`src/rtl/except_arbiter_pkg.sv`:
```
// Shared CP0 exception encodings, MEM-stage exception flag positions and
// arbiter FSM encoding, plus the fixed-priority event selector.
package except_arbiter_pkg;

   // Cause.ExcCode values
   localparam logic [4:0] EXC_INT  = 5'd0;
   localparam logic [4:0] EXC_ADEL = 5'd4;
   localparam logic [4:0] EXC_ADES = 5'd5;
   localparam logic [4:0] EXC_SYS  = 5'd8;
   localparam logic [4:0] EXC_BP   = 5'd9;
   localparam logic [4:0] EXC_RI   = 5'd10;
   localparam logic [4:0] EXC_OV   = 5'd12;
   localparam logic [4:0] EXC_TR   = 5'd13;

   // Bit positions inside mem_exc_i
   localparam int EXC_BIT_ADEL_IF = 7;
   localparam int EXC_BIT_RI      = 6;
   localparam int EXC_BIT_SYS     = 5;
   localparam int EXC_BIT_BP      = 4;
   localparam int EXC_BIT_OV      = 3;
   localparam int EXC_BIT_TR      = 2;
   localparam int EXC_BIT_ADEL_LD = 1;
   localparam int EXC_BIT_ADES    = 0;

   // Status register fields
   localparam int STATUS_IE  = 0;
   localparam int STATUS_EXL = 1;

   typedef enum logic [1:0] {
      ST_IDLE     = 2'd0,
      ST_COMMIT   = 2'd1,
      ST_FLUSH    = 2'd2,
      ST_REDIRECT = 2'd3
   } arb_state_e;

   typedef struct packed {
      logic       valid;
      logic       is_eret;
      logic [4:0] code;
      logic       badv_we;
      logic       badv_fetch;  // BadVAddr comes from the fetch address, not the data address
   } exc_evt_t;

   function automatic exc_evt_t select_event(input logic       int_pend,
                                             input logic [7:0] exc,
                                             input logic       eret);
      exc_evt_t e;
      e         = '0;
      e.valid   = 1'b1;
      if (int_pend) begin
         e.code = EXC_INT;
      end else if (exc[EXC_BIT_ADEL_IF]) begin
         e.code       = EXC_ADEL;
         e.badv_we    = 1'b1;
         e.badv_fetch = 1'b1;
      end else if (exc[EXC_BIT_RI]) begin
         e.code = EXC_RI;
      end else if (exc[EXC_BIT_SYS]) begin
         e.code = EXC_SYS;
      end else if (exc[EXC_BIT_BP]) begin
         e.code = EXC_BP;
      end else if (exc[EXC_BIT_OV]) begin
         e.code = EXC_OV;
      end else if (exc[EXC_BIT_TR]) begin
         e.code = EXC_TR;
      end else if (exc[EXC_BIT_ADEL_LD]) begin
         e.code    = EXC_ADEL;
         e.badv_we = 1'b1;
      end else if (exc[EXC_BIT_ADES]) begin
         e.code    = EXC_ADES;
         e.badv_we = 1'b1;
      end else if (eret) begin
         e.is_eret = 1'b1;
      end else begin
         e.valid = 1'b0;
      end
      return e;
   endfunction

endpackage

```
`src/rtl/except_arbiter_int_sync.sv`:
```
// Two-flop synchronizer bringing asynchronous interrupt lines into clk.
module int_sync #(
   parameter int WIDTH = 6
) (
   input  logic             clk,
   input  logic             resetn,
   input  logic [WIDTH-1:0] d_i,
   output logic [WIDTH-1:0] q_o
);

   logic [WIDTH-1:0] meta_q;
   logic [WIDTH-1:0] sync_q;

   always_ff @(posedge clk or negedge resetn) begin
      if (!resetn) begin
         meta_q <= '0;
         sync_q <= '0;
      end else begin
         meta_q <= d_i;
         sync_q <= meta_q;
      end
   end

   assign q_o = sync_q;

endmodule

```
`src/rtl/except_arbiter.sv`:
```
// MEM-stage exception/interrupt arbiter: picks the highest-priority event,
// commits it to CP0 for one cycle, flushes the pipe, then redirects fetch.
module except_arbiter
   import except_arbiter_pkg::*;
#(
   parameter logic [31:0] EXC_VECTOR   = 32'hBFC00380,
   parameter int          FLUSH_CYCLES = 2
) (
   input  logic        clk,
   input  logic        resetn,
   input  logic [5:0]  int_i,
   input  logic [31:0] status_i,
   input  logic [31:0] cause_i,
   input  logic [31:0] epc_i,
   input  logic        mem_valid_i,
   input  logic [31:0] mem_pc_i,
   input  logic        mem_bd_i,
   input  logic [7:0]  mem_exc_i,
   input  logic        mem_eret_i,
   input  logic [31:0] mem_badvaddr_i,
   input  logic [31:0] mem_fetch_addr_i,
   output logic        cp0_we_o,
   output logic [4:0]  cp0_exccode_o,
   output logic [31:0] cp0_epc_o,
   output logic        cp0_epc_we_o,
   output logic        cp0_bd_o,
   output logic        cp0_badv_we_o,
   output logic [31:0] cp0_badvaddr_o,
   output logic        cp0_eret_o,
   output logic [5:0]  ip_o,
   output logic        flush_o,
   output logic        redirect_valid_o,
   output logic [31:0] redirect_pc_o,
   input  logic        redirect_ready_i
);

   localparam logic [3:0] FLUSH_LOAD = 4'(FLUSH_CYCLES);

   logic       int_pend;
   exc_evt_t   evt;
   logic       unused_inputs;

   arb_state_e  state_q, state_d;
   logic [3:0]  cnt_q, cnt_d;
   logic        we_q, we_d;
   logic [4:0]  exccode_q, exccode_d;
   logic [31:0] epc_q, epc_d;
   logic        epc_we_q, epc_we_d;
   logic        bd_q, bd_d;
   logic        badv_we_q, badv_we_d;
   logic [31:0] badvaddr_q, badvaddr_d;
   logic        eret_q, eret_d;
   logic        flush_q, flush_d;
   logic        rvalid_q, rvalid_d;
   logic [31:0] rpc_q, rpc_d;

   int_sync #(.WIDTH(6)) u_int_sync (
      .clk    (clk),
      .resetn (resetn),
      .d_i    (int_i),
      .q_o    (ip_o)
   );

   // IM[7:0] lines up with {IP[7:2] from the synchronizer, software IP[1:0]}
   assign int_pend = (|({ip_o, cause_i[9:8]} & status_i[15:8]))
                     && status_i[STATUS_IE] && !status_i[STATUS_EXL];
   assign evt      = select_event(int_pend, mem_exc_i, mem_eret_i);

   assign unused_inputs = ^{status_i[31:16], status_i[7:2], cause_i[31:10], cause_i[7:0]};

   always_comb begin
      state_d    = state_q;
      cnt_d      = cnt_q;
      we_d       = 1'b0;
      exccode_d  = exccode_q;
      epc_d      = epc_q;
      epc_we_d   = 1'b0;
      bd_d       = bd_q;
      badv_we_d  = 1'b0;
      badvaddr_d = badvaddr_q;
      eret_d     = 1'b0;
      flush_d    = flush_q;
      rvalid_d   = rvalid_q;
      rpc_d      = rpc_q;

      case (state_q)
         ST_IDLE: begin
            if (mem_valid_i && evt.valid) begin
               state_d = ST_COMMIT;
               flush_d = 1'b1;
               if (evt.is_eret) begin
                  eret_d = 1'b1;
                  rpc_d  = epc_i;
               end else begin
                  we_d      = 1'b1;
                  exccode_d = evt.code;
                  epc_d     = mem_bd_i ? (mem_pc_i - 32'd4) : mem_pc_i;
                  bd_d      = mem_bd_i;
                  // A nested exception must not clobber the outer EPC/BD
                  epc_we_d  = !status_i[STATUS_EXL];
                  badv_we_d = evt.badv_we;
                  if (evt.badv_we) begin
                     badvaddr_d = evt.badv_fetch ? mem_fetch_addr_i : mem_badvaddr_i;
                  end
                  rpc_d = EXC_VECTOR;
               end
            end
         end
         ST_COMMIT: begin
            state_d = ST_FLUSH;
            cnt_d   = FLUSH_LOAD;
         end
         ST_FLUSH: begin
            cnt_d = cnt_q - 4'd1;
            if (cnt_q <= 4'd1) begin
               state_d  = ST_REDIRECT;
               cnt_d    = 4'd0;
               flush_d  = 1'b0;
               rvalid_d = 1'b1;
            end
         end
         ST_REDIRECT: begin
            if (redirect_ready_i) begin
               state_d  = ST_IDLE;
               rvalid_d = 1'b0;
            end
         end
         default: begin
            state_d  = ST_IDLE;
            cnt_d    = 4'd0;
            flush_d  = 1'b0;
            rvalid_d = 1'b0;
         end
      endcase
   end

   always_ff @(posedge clk or negedge resetn) begin
      if (!resetn) begin
         state_q    <= ST_IDLE;
         cnt_q      <= 4'd0;
         we_q       <= 1'b0;
         exccode_q  <= 5'd0;
         epc_q      <= 32'd0;
         epc_we_q   <= 1'b0;
         bd_q       <= 1'b0;
         badv_we_q  <= 1'b0;
         badvaddr_q <= 32'd0;
         eret_q     <= 1'b0;
         flush_q    <= 1'b0;
         rvalid_q   <= 1'b0;
         rpc_q      <= 32'd0;
      end else begin
         state_q    <= state_d;
         cnt_q      <= cnt_d;
         we_q       <= we_d;
         exccode_q  <= exccode_d;
         epc_q      <= epc_d;
         epc_we_q   <= epc_we_d;
         bd_q       <= bd_d;
         badv_we_q  <= badv_we_d;
         badvaddr_q <= badvaddr_d;
         eret_q     <= eret_d;
         flush_q    <= flush_d;
         rvalid_q   <= rvalid_d;
         rpc_q      <= rpc_d;
      end
   end

   assign cp0_we_o         = we_q;
   assign cp0_exccode_o    = exccode_q;
   assign cp0_epc_o        = epc_q;
   assign cp0_epc_we_o     = epc_we_q;
   assign cp0_bd_o         = bd_q;
   assign cp0_badv_we_o    = badv_we_q;
   assign cp0_badvaddr_o   = badvaddr_q;
   assign cp0_eret_o       = eret_q;
   assign flush_o          = flush_q;
   assign redirect_valid_o = rvalid_q;
   assign redirect_pc_o    = rpc_q;

endmodule
```
`config.mk`:
```
export PLATFORM = sky130hd
export DESIGN_NAME = except_arbiter
export DESIGN_NICKNAME = d
export VERILOG_FILES = /design/src/rtl/except_arbiter_pkg.sv /design/src/rtl/except_arbiter_int_sync.sv /design/src/rtl/except_arbiter.sv
export SDC_FILE = /design/constraint.sdc
export NUM_CORES = 1
export LEC_CHECK = 0
export CAP_MARGIN = 5
export CELL_PAD_IN_SITES_DETAIL_PLACEMENT = 0
export CELL_PAD_IN_SITES_GLOBAL_PLACEMENT = 2
export CORE_UTILIZATION = 36
export CTS_CLUSTER_SIZE = 10
export DETAILED_ROUTE_END_ITERATION = 8
export DONT_BUFFER_PORTS = 1
export PLACE_DENSITY = 0.76
export SLEW_MARGIN = 10
export SYNTH_ARGS = -nofsm -noshare
export SYNTH_HDL_FRONTEND = slang
export SYNTH_SLANG_ARGS = --single-unit
```
`constraint.sdc`:
```
create_clock -name clk -period 2.7 [get_ports clk]
set_input_delay 0.27 -clock clk [delete_from_list [all_inputs] [get_ports clk]]
set_output_delay 0.27 -clock clk [all_outputs]
set_load 0.02 [all_outputs]
```
==> flow_metrics.env <==
export IMPL_initial_core_util_pct=37.4
export IMPL_outcome="finished, violations left"
export IMPL_synth_fp_nets=731
export IMPL_die_w_um=126
export IMPL_skew_ns=0.00776
export IMPL_drv_cap=0
export IMPL_r2r_end="redirect_pc_o[11]"
export IMPL_place_ws_ns=0.345
export IMPL_grt_pass1_wl_um=21800
export IMPL_grt_usage_pct=18.0
export IMPL_p_seq_share_pct=50.5
export IMPL_arrival_ns=2.63
export IMPL_fin_setup_tns_ns=0
export IMPL_p_int_mw=4.48
export IMPL_power_share_combinational_pct=17.3
export IMPL_viasPerCell=5.41
export IMPL_ys_seq_area_share_pct=56.7
export IMPL_violations="hold timing"
export IMPL_num_nets_final=769
export IMPL_grt_pass1_vias=4143
export IMPL_cts_root_buf="clkbuf_16"
export IMPL_gp_congestion=0.774
export IMPL_core_area_sq_um=14800
export IMPL_drt_iter0_drc=168
export IMPL_layout_drive_gt1_share_pct=8.69
export IMPL_drv_slew=0
export IMPL_ir_drop_uv=502
export IMPL_start_kind="flip-flop"
export IMPL_r2r_start="u_int_sync.q_o[1]"
export IMPL_r2r_cells=5
export IMPL_hold_ws_ns=-0.443
export IMPL_crit_type="flip-flop to flip-flop"
export IMPL_drtAntennaViolNets=0
export IMPL_finalWirelength_um=14000
export IMPL_syn_area_sq_um=5520
export IMPL_io_pins=326
export IMPL_antenna_cells=0
export IMPL_fin_crit_sh_pct=85.0
export IMPL_required_ns=3.03
export IMPL_synth_cell_types=44
export IMPL_htreeDepth=4
export IMPL_cts_sinks=125
export IMPL_ys_seq_elements=125
export IMPL_io_buffers=0
export IMPL_ctsResizeCount=0
export IMPL_antenna_found_initial=0
export IMPL_post_route_drc_count=0
export IMPL_tightestPinTransition_ns=0.830
export IMPL_stdcell_count=748
export IMPL_wl_per_cell_um=18.8
export IMPL_syn_area_per_cell_sq_um=10.8
export IMPL_hold_violations=125
export IMPL_end_kind="flip-flop"
export IMPL_dp_cells=674
export IMPL_synthArstFlopShare_pct=100
export IMPL_die_area_sq_um=15800
export IMPL_placementRows=44
export IMPL_clkLatencyLatePin_ns=0.41
export IMPL_hold_buffers=39
export IMPL_setup_viol=0
export IMPL_slew_headroom_pct=44.5
export IMPL_via_count=4048
export IMPL_clockBufferDepth=2
export IMPL_clock_power_share_pct=32.2
export IMPL_fin_ws_ns=0.404
export IMPL_die_h_um=126
export IMPL_cp_max_fo=20
export IMPL_max_freq_mhz=436
export IMPL_grt_max_degree=126
export IMPL_rsz0062_at_grt="no"
export IMPL_synth_ff_type="dfrtp_1"
export IMPL_cts_tree="yes"
export IMPL_dp_hpwl_um=9860
export IMPL_netlist_instances=513
export IMPL_cts_buffers=17
export IMPL_p_sw_share_pct=36.7
export IMPL_p_leak_nw=2.84
export IMPL_drt_first_pass_iters=6
export IMPL_post_cts_buffers=0
export IMPL_grt_overflow_total=0
export IMPL_synth_edf_count=0
export IMPL_ff2ff_setup_slack_ns=0.40
export IMPL_hold_path_class="input pin to async pin"
export IMPL_fin_crit_ns=2.30
export IMPL_switching_power_mw=2.59
export IMPL_p_per_area_nw_per_um2=1050
export IMPL_clkTransAtPathRegs_ns=0.06
export IMPL_yosys_warnings=0
export IMPL_area_delta_synth_final_pct=22.0
## critical path, cell delays in order (launching register included)
cell      delay [ns]
dfrtp_1         0.45
a22oi_1         0.25
a41oi_1         0.27
nor4_1          0.31
nand2b_1        0.69
a22o_1          0.26
## metal layers
metal	track usage [%]	wire, um
met1	18.3	5150
met3	11.6	1820
met4	5.74	150
met5	0	0
met2	30.2	6920
## how the worst max path moves through the flow
stage          depth (start not counted)               from  slack, ns                end
2_1_floorplan                          6        mem_pc_i[8]       0.52      cp0_epc_o[14]
3_3_place_gp                           5        mem_pc_i[8]       0.34      cp0_epc_o[14]
3_5_place_dp                           5        mem_pc_i[8]       0.35      cp0_epc_o[14]
4_1_cts                                5  u_int_sync.q_o[1]       0.44   redirect_pc_o[2]
5_1_grt                                5  u_int_sync.q_o[1]       0.21  redirect_pc_o[11]
6_report                               5  u_int_sync.q_o[1]       0.40  redirect_pc_o[11]
## cell usage after synthesis (3+ instances only)
library cell	count	area [sq um]
a21oi_1	34	170
a22o_1	21	184
a22oi_1	4	30.0
a31oi_1	3	18.8
buf_1	5	18.8
clkbuf_1	21	78.8
dfrtp_1	125	3130
ha_1	6	75.1
inv_1	14	52.6
mux2_2	4	45.0
mux2i_1	34	340
nand2_1	44	165
nand2b_1	4	25.0
nand3_1	5	25.0
nand3b_1	3	22.5
nor2_1	47	176
nor3_1	12	60.1
nor4_1	12	75.1
o21ai_0	35	175
o21ai_2	3	26.3
o22a_1	12	105
o31ai_1	3	22.5
or3_1	6	37.5
or4_1	5	37.5
xnor2_1	23	201
xor2_1	5	43.8
## flip-flops by register name, indices dropped and copies added (netlist names), 2 cells and up
register           count
cp0_badvaddr_o        32
cp0_epc_o             32
cp0_exccode_o          4
redirect_pc_o         32
u_int_sync.meta_q      6
cnt_q                  4
u_int_sync.q_o         6
state_q                2
## cells in the final DEF, fill, tap and decap left out, drive strengths merged, types with 2 or more instances in the layout
cell type / n
dfrtp: 125
nor2: 47
nand2: 44
dlygate4sd3: 42
o21ai: 40
mux2i: 34
a21oi: 34
xnor2: 23
a22o: 21
clkbuf: 21
inv: 14
nor4: 13
o22a: 12
nor3: 12
or4: 7
buf: 7
or3: 6
ha: 6
clkinv: 6
nand3: 5
xor2: 5
a22oi: 4
nand2b: 4
mux2: 4
nand3b: 3
a31oi: 3
bufinv: 3
o31ai: 3
nor2b: 2
o41ai: 2
clkinvlp: 2
## per-stage QoR
| step | cell area (sq um) | hold slack (ns) | utilization (%) | power (mW) |
|---|---|---|---|---|
| finish | 6740 | -0.443 | 45.6 | 7.07 |
| global route | 6740 | -0.480 | 45.6 | 7.52 |
| CTS | 6710 | -0.468 | 45.4 | 7.18 |
| detailed placement | 5720 | -0.0225 | 38.8 | 4.82 |
| global placement | 5720 | -0.0220 | 38.8 | 4.75 |
| floorplan | 5520 | -0.0256 | - | 4.39 |
## area by class of cell
| type | count | area (sq um) |
|---|---|---|
| multi-input combinational | 344 | 2230 |
| tap | 184 | 230 |
| timing repair buffer | 49 | 498 |
| clock inverter | 11 | 143 |
| inverter | 14 | 52.6 |
| clock buffer | 21 | 450 |
| fill | 1363 | 8020 |
| sequential | 125 | 3130 |
## power by group through the flow
stage	logic, mW	clock network (mW)	registers, mW
2_1_floorplan	0.966	0	3.42
3_3_place_gp	1.13	0	3.62
3_5_place_dp	1.20	0	3.62
4_1_cts	1.24	2.34	3.59
5_1_grt	1.42	2.44	3.66
6_report	1.22	2.28	3.57
## logic make-up (layout without fill, tap and decap cells)
group / after synthesis / count (layout) / share of synthesized area, %
AOI/OAI and AO/OA: 123 / 123 / 14.4
xor gates and xnor gates: 28 / 28 / 4.44
adders and majority gates: 6 / 6 / 1.36
buffers and inverters: 44 / 95 / 3.24
DFF: 125 / 125 / 56.7
muxes: 38 / 38 / 6.98
other: 1 / 1 / 0.0679
and+or+nand+nor: 148 / 148 / 12.8
Note: power is estimated with default switching activity, not from simulation.
